$ cat config.mk
export PLATFORM = sky130hd
export DESIGN_NAME = hpm_counters
export DESIGN_NICKNAME = d
export VERILOG_FILES = /design/src/rtl/hpm_counters.sv
export SDC_FILE = /design/constraint.sdc
export NUM_CORES = 2
export LEC_CHECK = 0
export BUFFER_PORTS_ARGS = -buffer_cell sky130_fd_sc_hd__buf_2
export CORE_UTILIZATION = 38
export CTS_CLUSTER_SIZE = 16
export DETAILED_ROUTE_END_ITERATION = 8
export SLEW_MARGIN = 20
export SYNTH_ARGS = -nofsm -noshare
export SYNTH_HDL_FRONTEND = slang
export SYNTH_SLANG_ARGS = --single-unit
$ cat constraint.sdc
create_clock -name clk_i -period 8 [get_ports clk_i]
set_clock_uncertainty 0.1 [all_clocks]
set_input_delay 0.8 -clock clk_i [delete_from_list [all_inputs] [get_ports clk_i]]
set_output_delay 0.8 -clock clk_i [all_outputs]
set_load 0.01 [all_outputs]
$ cat src/rtl/hpm_counters.sv
// Machine/user hardware performance counters behind a CSR access port.
// Optional sticky overflow flag ovf_irq_o is enabled by defining HPM_OVF_IRQ_EN.
package hpm_pkg;
  typedef logic [11:0] csr_addr_t;
  typedef enum logic [1:0] {
    CSR_READ  = 2'd0,
    CSR_WRITE = 2'd1,
    CSR_SET   = 2'd2,
    CSR_CLEAR = 2'd3
  } csr_operation_t;
endpackage

module hpm_counters
  import hpm_pkg::*;
#(
  parameter int NUM_HPM    = 4,
  parameter int CNT_WIDTH  = 64,
  parameter int NUM_EVENTS = 8
) (
  input  logic                  clk_i,
  input  logic                  rst_n_i,
  input  logic                  csr_access_i,
  input  csr_addr_t             csr_addr_i,
  input  logic [1:0]            csr_op_i,
  input  logic [31:0]           csr_wdata_i,
  output logic [31:0]           csr_rdata_o,
  output logic                  csr_hit_o,
  output logic                  csr_illegal_o,
  input  logic                  instr_retired_i,
  input  logic [NUM_EVENTS-1:0] event_i
`ifdef HPM_OVF_IRQ_EN
  ,
  output logic                  ovf_irq_o
`endif
);
  localparam int LAST = 2 + NUM_HPM;
  localparam int HW   = CNT_WIDTH - 32;
  localparam logic [63:0] INH_ONES =
    (64'd1 << (LAST + 1)) - 64'd1;
  localparam logic [31:0] INH_MASK =
    32'(INH_ONES) & ~32'h2;

  csr_operation_t op;
  logic [4:0]  idx;
  logic [6:0]  blk;
  logic        cnt_ok;
  logic        evt_ok;
  logic        sel_lo;
  logic        sel_hi;
  logic        sel_inh;
  logic        sel_evt;
  logic        sel_ro;
  logic        hit;
  logic        does_wr;
  logic        we;
  logic [31:0] rdata;
  logic [31:0] wval;
  logic [63:0] cnt_ext;
  logic [31:0] inh;

  logic [CNT_WIDTH-1:0]  cnt [32];
  logic [NUM_EVENTS-1:0] evt [32];
`ifdef HPM_OVF_IRQ_EN
  logic [31:0] wrap;
`endif

  assign op  = csr_operation_t'(csr_op_i);
  assign idx = csr_addr_i[4:0];
  assign blk = csr_addr_i[11:5];

  assign evt_ok = (int'(idx) >= 3)
               && (int'(idx) <= LAST);
  assign cnt_ok = (idx == 5'd0)
               || (idx == 5'd2)
               || evt_ok;

  // 32-entry address blocks: B00, B80, C00, C80, 320
  always_comb begin
    sel_lo  = 1'b0;
    sel_hi  = 1'b0;
    sel_inh = 1'b0;
    sel_evt = 1'b0;
    sel_ro  = 1'b0;
    unique case (1'b1)
      blk == 7'h58: sel_lo = cnt_ok;
      blk == 7'h5C: sel_hi = cnt_ok;
      blk == 7'h60: begin
        sel_lo = cnt_ok;
        sel_ro = cnt_ok;
      end
      blk == 7'h64: begin
        sel_hi = cnt_ok;
        sel_ro = cnt_ok;
      end
      blk == 7'h19: begin
        sel_inh = (idx == 5'd0);
        sel_evt = evt_ok;
      end
      default: ;
    endcase
  end

  assign cnt_ext = 64'(cnt[idx]);

  always_comb begin
    rdata = '0;
    unique case (1'b1)
      sel_lo:  rdata = cnt_ext[31:0];
      sel_hi:  rdata = cnt_ext[63:32];
      sel_inh: rdata = inh;
      sel_evt: rdata = 32'(evt[idx]);
      default: ;
    endcase
  end

  assign hit     = sel_lo | sel_hi | sel_inh | sel_evt;
  assign does_wr = (op == CSR_WRITE)
                || (((op == CSR_SET) || (op == CSR_CLEAR))
                    && (|csr_wdata_i));

  assign csr_rdata_o   = rdata;
  assign csr_hit_o     = csr_access_i & hit;
  assign csr_illegal_o = csr_hit_o & sel_ro & does_wr;
  assign we            = csr_hit_o & ~sel_ro & does_wr;

  always_comb begin
    unique case (op)
      CSR_SET:   wval = rdata | csr_wdata_i;
      CSR_CLEAR: wval = rdata & ~csr_wdata_i;
      default:   wval = csr_wdata_i;
    endcase
  end

  genvar k;
  generate
    for (k = 0; k < 32; k++) begin : g_cnt
      if (k == 0 || k == 2 || (k >= 3 && k <= LAST)) begin : g_on
        logic                 wr_lo;
        logic                 wr_hi;
        logic                 inc;
        logic [CNT_WIDTH-1:0] q;

        assign wr_lo = we & sel_lo & (idx == 5'(k));
        assign wr_hi = we & sel_hi & (idx == 5'(k));

        if (k == 0) begin : g_cyc
          assign inc = ~inh[0];
`ifdef HPM_OVF_IRQ_EN
          assign wrap[k] = 1'b0;
`endif
        end else if (k == 2) begin : g_ret
          assign inc = instr_retired_i & ~inh[2];
`ifdef HPM_OVF_IRQ_EN
          assign wrap[k] = 1'b0;
`endif
        end else begin : g_hpm
          assign inc = (|(event_i & evt[k])) & ~inh[k];
`ifdef HPM_OVF_IRQ_EN
          assign wrap[k] = inc & ~wr_lo & ~wr_hi & (&q);
`endif
        end

        // A CSR write to either half suppresses the increment
        always_ff @(posedge clk_i or negedge rst_n_i) begin
          if (!rst_n_i) begin
            q <= '0;
          end else if (wr_lo) begin
            q[31:0] <= wval;
          end else if (wr_hi) begin
            q[CNT_WIDTH-1:32] <= wval[HW-1:0];
          end else if (inc) begin
            q <= q + CNT_WIDTH'(1);
          end
        end

        assign cnt[k] = q;
      end else begin : g_off
        assign cnt[k] = '0;
`ifdef HPM_OVF_IRQ_EN
        assign wrap[k] = 1'b0;
`endif
      end
    end

    for (k = 0; k < 32; k++) begin : g_evt
      if (k >= 3 && k <= LAST) begin : g_on
        logic [NUM_EVENTS-1:0] q;

        always_ff @(posedge clk_i or negedge rst_n_i) begin
          if (!rst_n_i) begin
            q <= '0;
          end else if (we & sel_evt & (idx == 5'(k))) begin
            q <= wval[NUM_EVENTS-1:0];
          end
        end

        assign evt[k] = q;
      end else begin : g_off
        assign evt[k] = '0;
      end
    end
  endgenerate

  always_ff @(posedge clk_i or negedge rst_n_i) begin
    if (!rst_n_i) begin
      inh <= '0;
    end else if (we & sel_inh) begin
      inh <= wval & INH_MASK;
    end
  end

`ifdef HPM_OVF_IRQ_EN
  // A wrap in the same cycle as an mcountinhibit write keeps the flag set
  always_ff @(posedge clk_i or negedge rst_n_i) begin
    if (!rst_n_i) begin
      ovf_irq_o <= 1'b0;
    end else if (|wrap) begin
      ovf_irq_o <= 1'b1;
    end else if (we & sel_inh) begin
      ovf_irq_o <= 1'b0;
    end
  end
`endif

endmodule

==> results.json <==
{
  "outcome": "finished, final reports clean",
  "die-area_um2": 80700,
  "seq_power_share_pct": 41.4,
  "leakagePower_nw": 13.8,
  "r2r_end": "g_cnt[0].g_on.q[0]",
  "clockRootBuffer": "clkbuf_16",
  "r2r_start": "g_cnt[2].g_on.q[0]",
  "hp-class": "input port to asynchronous set/reset pin",
  "max_slew.worst_pin.slew_ns": 1.21,
  "ant_nets": 0,
  "hold_viol_final": 0,
  "synth-seq-cells": 422,
  "grt_pass1_vias": 28700,
  "internal_power_mw": 3.76,
  "layout.nets": 3619,
  "final_cell_mix": "422 x dfrtp_1, 320 x nand2_1, 285 x o21ai_0",
  "yosys.area.top_type": "dfrtp_1",
  "area_growth_pct": 11.8,
  "syn_inst": 3557,
  "powerDensity_nw_per_um2": 153,
  "core_region_area_um2": 78900,
  "rsz0062_at_grt": "no",
  "reg2reg_slack_ns": 4.33,
  "drc_errors": 0,
  "post_drt_wl_per_cell_um": 30.7,
  "synth-edff-count": 0,
  "die_h_um": 284,
  "timing.final.crit_share_pct": 68.4,
  "fmax_ghz": 0.183,
  "synth_cell_type_count": 97,
  "startpoint": "csr_addr_i[1]",
  "grt_overflow": 0,
  "ys_seq_area_share_pct": 34.9,
  "critical_path_depth": 8,
  "path_max_fanout": 64,
  "dp_hpwl_um": 102000,
  "crit_end": "csr_illegal_o",
  "yosys_warnings": 0,
  "required_ns": 7.10,
  "p_sw_share_pct": 27.4,
  "yosysTopAreaCellShare_pct": 34.9,
  "cts_buffers": 53,
  "rows": 103,
  "syn_area_um2": 30200,
  "critPathKind": "input port to output pin",
  "slew_headroom_pct": 19.3,
  "htreeDepth": 2,
  "antenna_found_initial": 6,
  "async_reset_ff_share_pct": 100,
  "clkPwrFrac_pct": 50.0,
  "critPathMaxStageDelay_ns": 0.67,
  "first_pass_iters": 8,
  "crit_arrival_ns": 4.57,
  "grt_pass1_wl_um": 206000,
  "start_util_pct": 38.3,
  "totalWireLength_um": 143000,
  "drv_slew": 0,
  "clk_latency_ns": 0.65,
  "ctsResizeCount": 0,
  "tritoncts": "done",
  "viasPerCell": 6.71,
  "setup_slack_ns": 2.53,
  "switchingPower_mw": 1.42,
  "critPathCaptureType": "output pin",
  "cts_buffer_depth": 3,
  "tns_ns": 0,
  "ios": 92,
  "grt_max_degree": 149,
  "setup_viol": 0,
  "synth_fp_nets": 3621,
  "ir_drop_mv": 0.151,
  "post_cts_buffers": 0,
  "die_x_um": 284,
  "cp_cell_sequence": "clkbuf_8 > nor2b_1 > o311ai_2 > nor2_4 > o21a_1 > nand2_1 > nor4_1 > buf_2",
  "layout_min_cycle_time_ns": 5.47,
  "layout_commonest_cell": "dfrtp_1",
  "synth_area_leaders": "dfrtp_1 35%, mux2i_1 7.7%, o21ai_0 4.9%, nand2_1 4.0%, xor2_1 3.4%",
  "drive_above_1_share_pct": 12.1,
  "dr_total_vias": 31200,
  "path_buf_inv": 2,
  "synth_ff_type": "dfrtp_1",
  "path_delay_family": "simple AND/OR/NAND/NOR gates",
  "start_kind": "input port",
  "cts.sinks": 422,
  "place_congestion": 1.04,
  "clkTransAtPathRegs_ns": 0.06,
  "drv_cap": 0,
  "cts-hold-fix-buffers": 0,
  "slowest_stage": "nor2b_1",
  "drtIter0Drc": 4746,
  "pwr-share-comb_pct": 8.6,
  "dp_slack_ns": 2.68,
  "io_buffers": 91,
  "synth.avg_cell_area_um2": 8.50,
  "r2r_cells": 7,
  "grt_usage_pct": 34.6
}
-- routing by layer --
layer / global-route usage, % / share of wire (%) / vias up
met4: 17.5 / 5.7 / 2
li1: - / - / 13400
met3: 11.3 / 14 / 413
met1: 47.1 / 40 / 15300
met2: 48.5 / 41 / 2129
met5: 0.119 / 0.0091 / -
-- worst register-to-register path: stages, from the launching register on --
cell	delay, ns
dfrtp_1	0.44
mux2i_1	0.38
o2bb2ai_1	0.25
mux4_2	0.52
a21oi_1	0.54
nor3_1	0.16
a21oi_4	0.88
o21ai_0	0.25
-- power by group through the flow --
stage / combinational (mW) / sequential (mW) / clock [mW]
floorplan: 0.171 / 2.18 / 0
global placement: 0.422 / 2.18 / 0
detailed placement: 0.421 / 2.18 / 0
CTS: 0.422 / 2.14 / 2.59
global route: 0.449 / 2.14 / 2.67
finish: 0.447 / 2.14 / 2.59
-- synthesized netlist by cell type (all sizes together) (12+ instances only) --
cell type and number:
dfrtp 422, a221oi 20, nand4 156, and4 27, nand2b 16, inv 87
buf 101, o22ai 29, a21oi 179, clkbuf 137, nor2 240, o211ai 40
nor3 137, nand2 321, a211oi 17, nor4 76, a31o 14, xnor2 101
mux2 35, nand4b 12, mux2i 232, o21ai 307, o221ai 43, nand3 181
and3 89, o32a 13, o31a 14, o2bb2ai 40, a22oi 46, and2 33
or3 24, or4 17, a21o 22, a31oi 46, xor2 117
-- metrics by stage --
stage / power [mW] / std cells / utilization (%) / hold WS (ns) / area, µm²
after global placement: 2.60 / 4549 / 40.5 / 0.391 / 31900
after CTS: 5.16 / 4648 / 42.8 / 0.163 / 33800
after floorplan: 2.35 / 3557 / - / 0.366 / 30200
final: 5.18 / 4656 / 42.9 / 0.127 / 33800
after detailed placement: 2.60 / 4549 / 40.5 / 0.398 / 32000
after global routing: 5.26 / 4649 / 42.9 / 0.198 / 33800
-- registers in the layout, summed over array words and instances (netlist names) --
name          flops
g_cnt.g_on.q    384
g_evt.g_on.q     32
inh               6
-- worst min-delay path by stage --
stage                          end  cells after the start
2_1_floorplan   g_evt[6].g_on.q[0]                      2
3_3_place_gp    g_evt[4].g_on.q[0]                      2
3_5_place_dp    g_evt[4].g_on.q[0]                      2
4_1_cts        g_cnt[6].g_on.q[62]                      1
5_1_grt        g_cnt[4].g_on.q[62]                      1
6_report       g_cnt[4].g_on.q[62]                      1
-- cell type report --
| cell class | instances | area, µm² |
|---|---|---|
| Fill cell | 7893 | 45000 |
| Multi-Input combinational cell | 2808 | 18600 |
| Sequential cell | 422 | 10600 |
| Clock buffer | 83 | 1640 |
| Tap cell | 1050 | 1310 |
| Timing Repair Buffer | 181 | 1190 |
| Inverter | 89 | 334 |
| Clock inverter | 16 | 186 |
| Antenna cell | 7 | 17.5 |
-- cells by family after synthesis --
| family | synth area share (%) |
|---|---|
| AOI/OAI and AO/OA | 20.3 |
| buffers and inverters | 4.52 |
| xor gates and xnor gates | 6.31 |
| DFF | 34.9 |
| muxes | 9.80 |
| and+or+nand+nor | 23.9 |
| adders and majority gates | 0.248 |
Power figures use the tool's default switching activity.
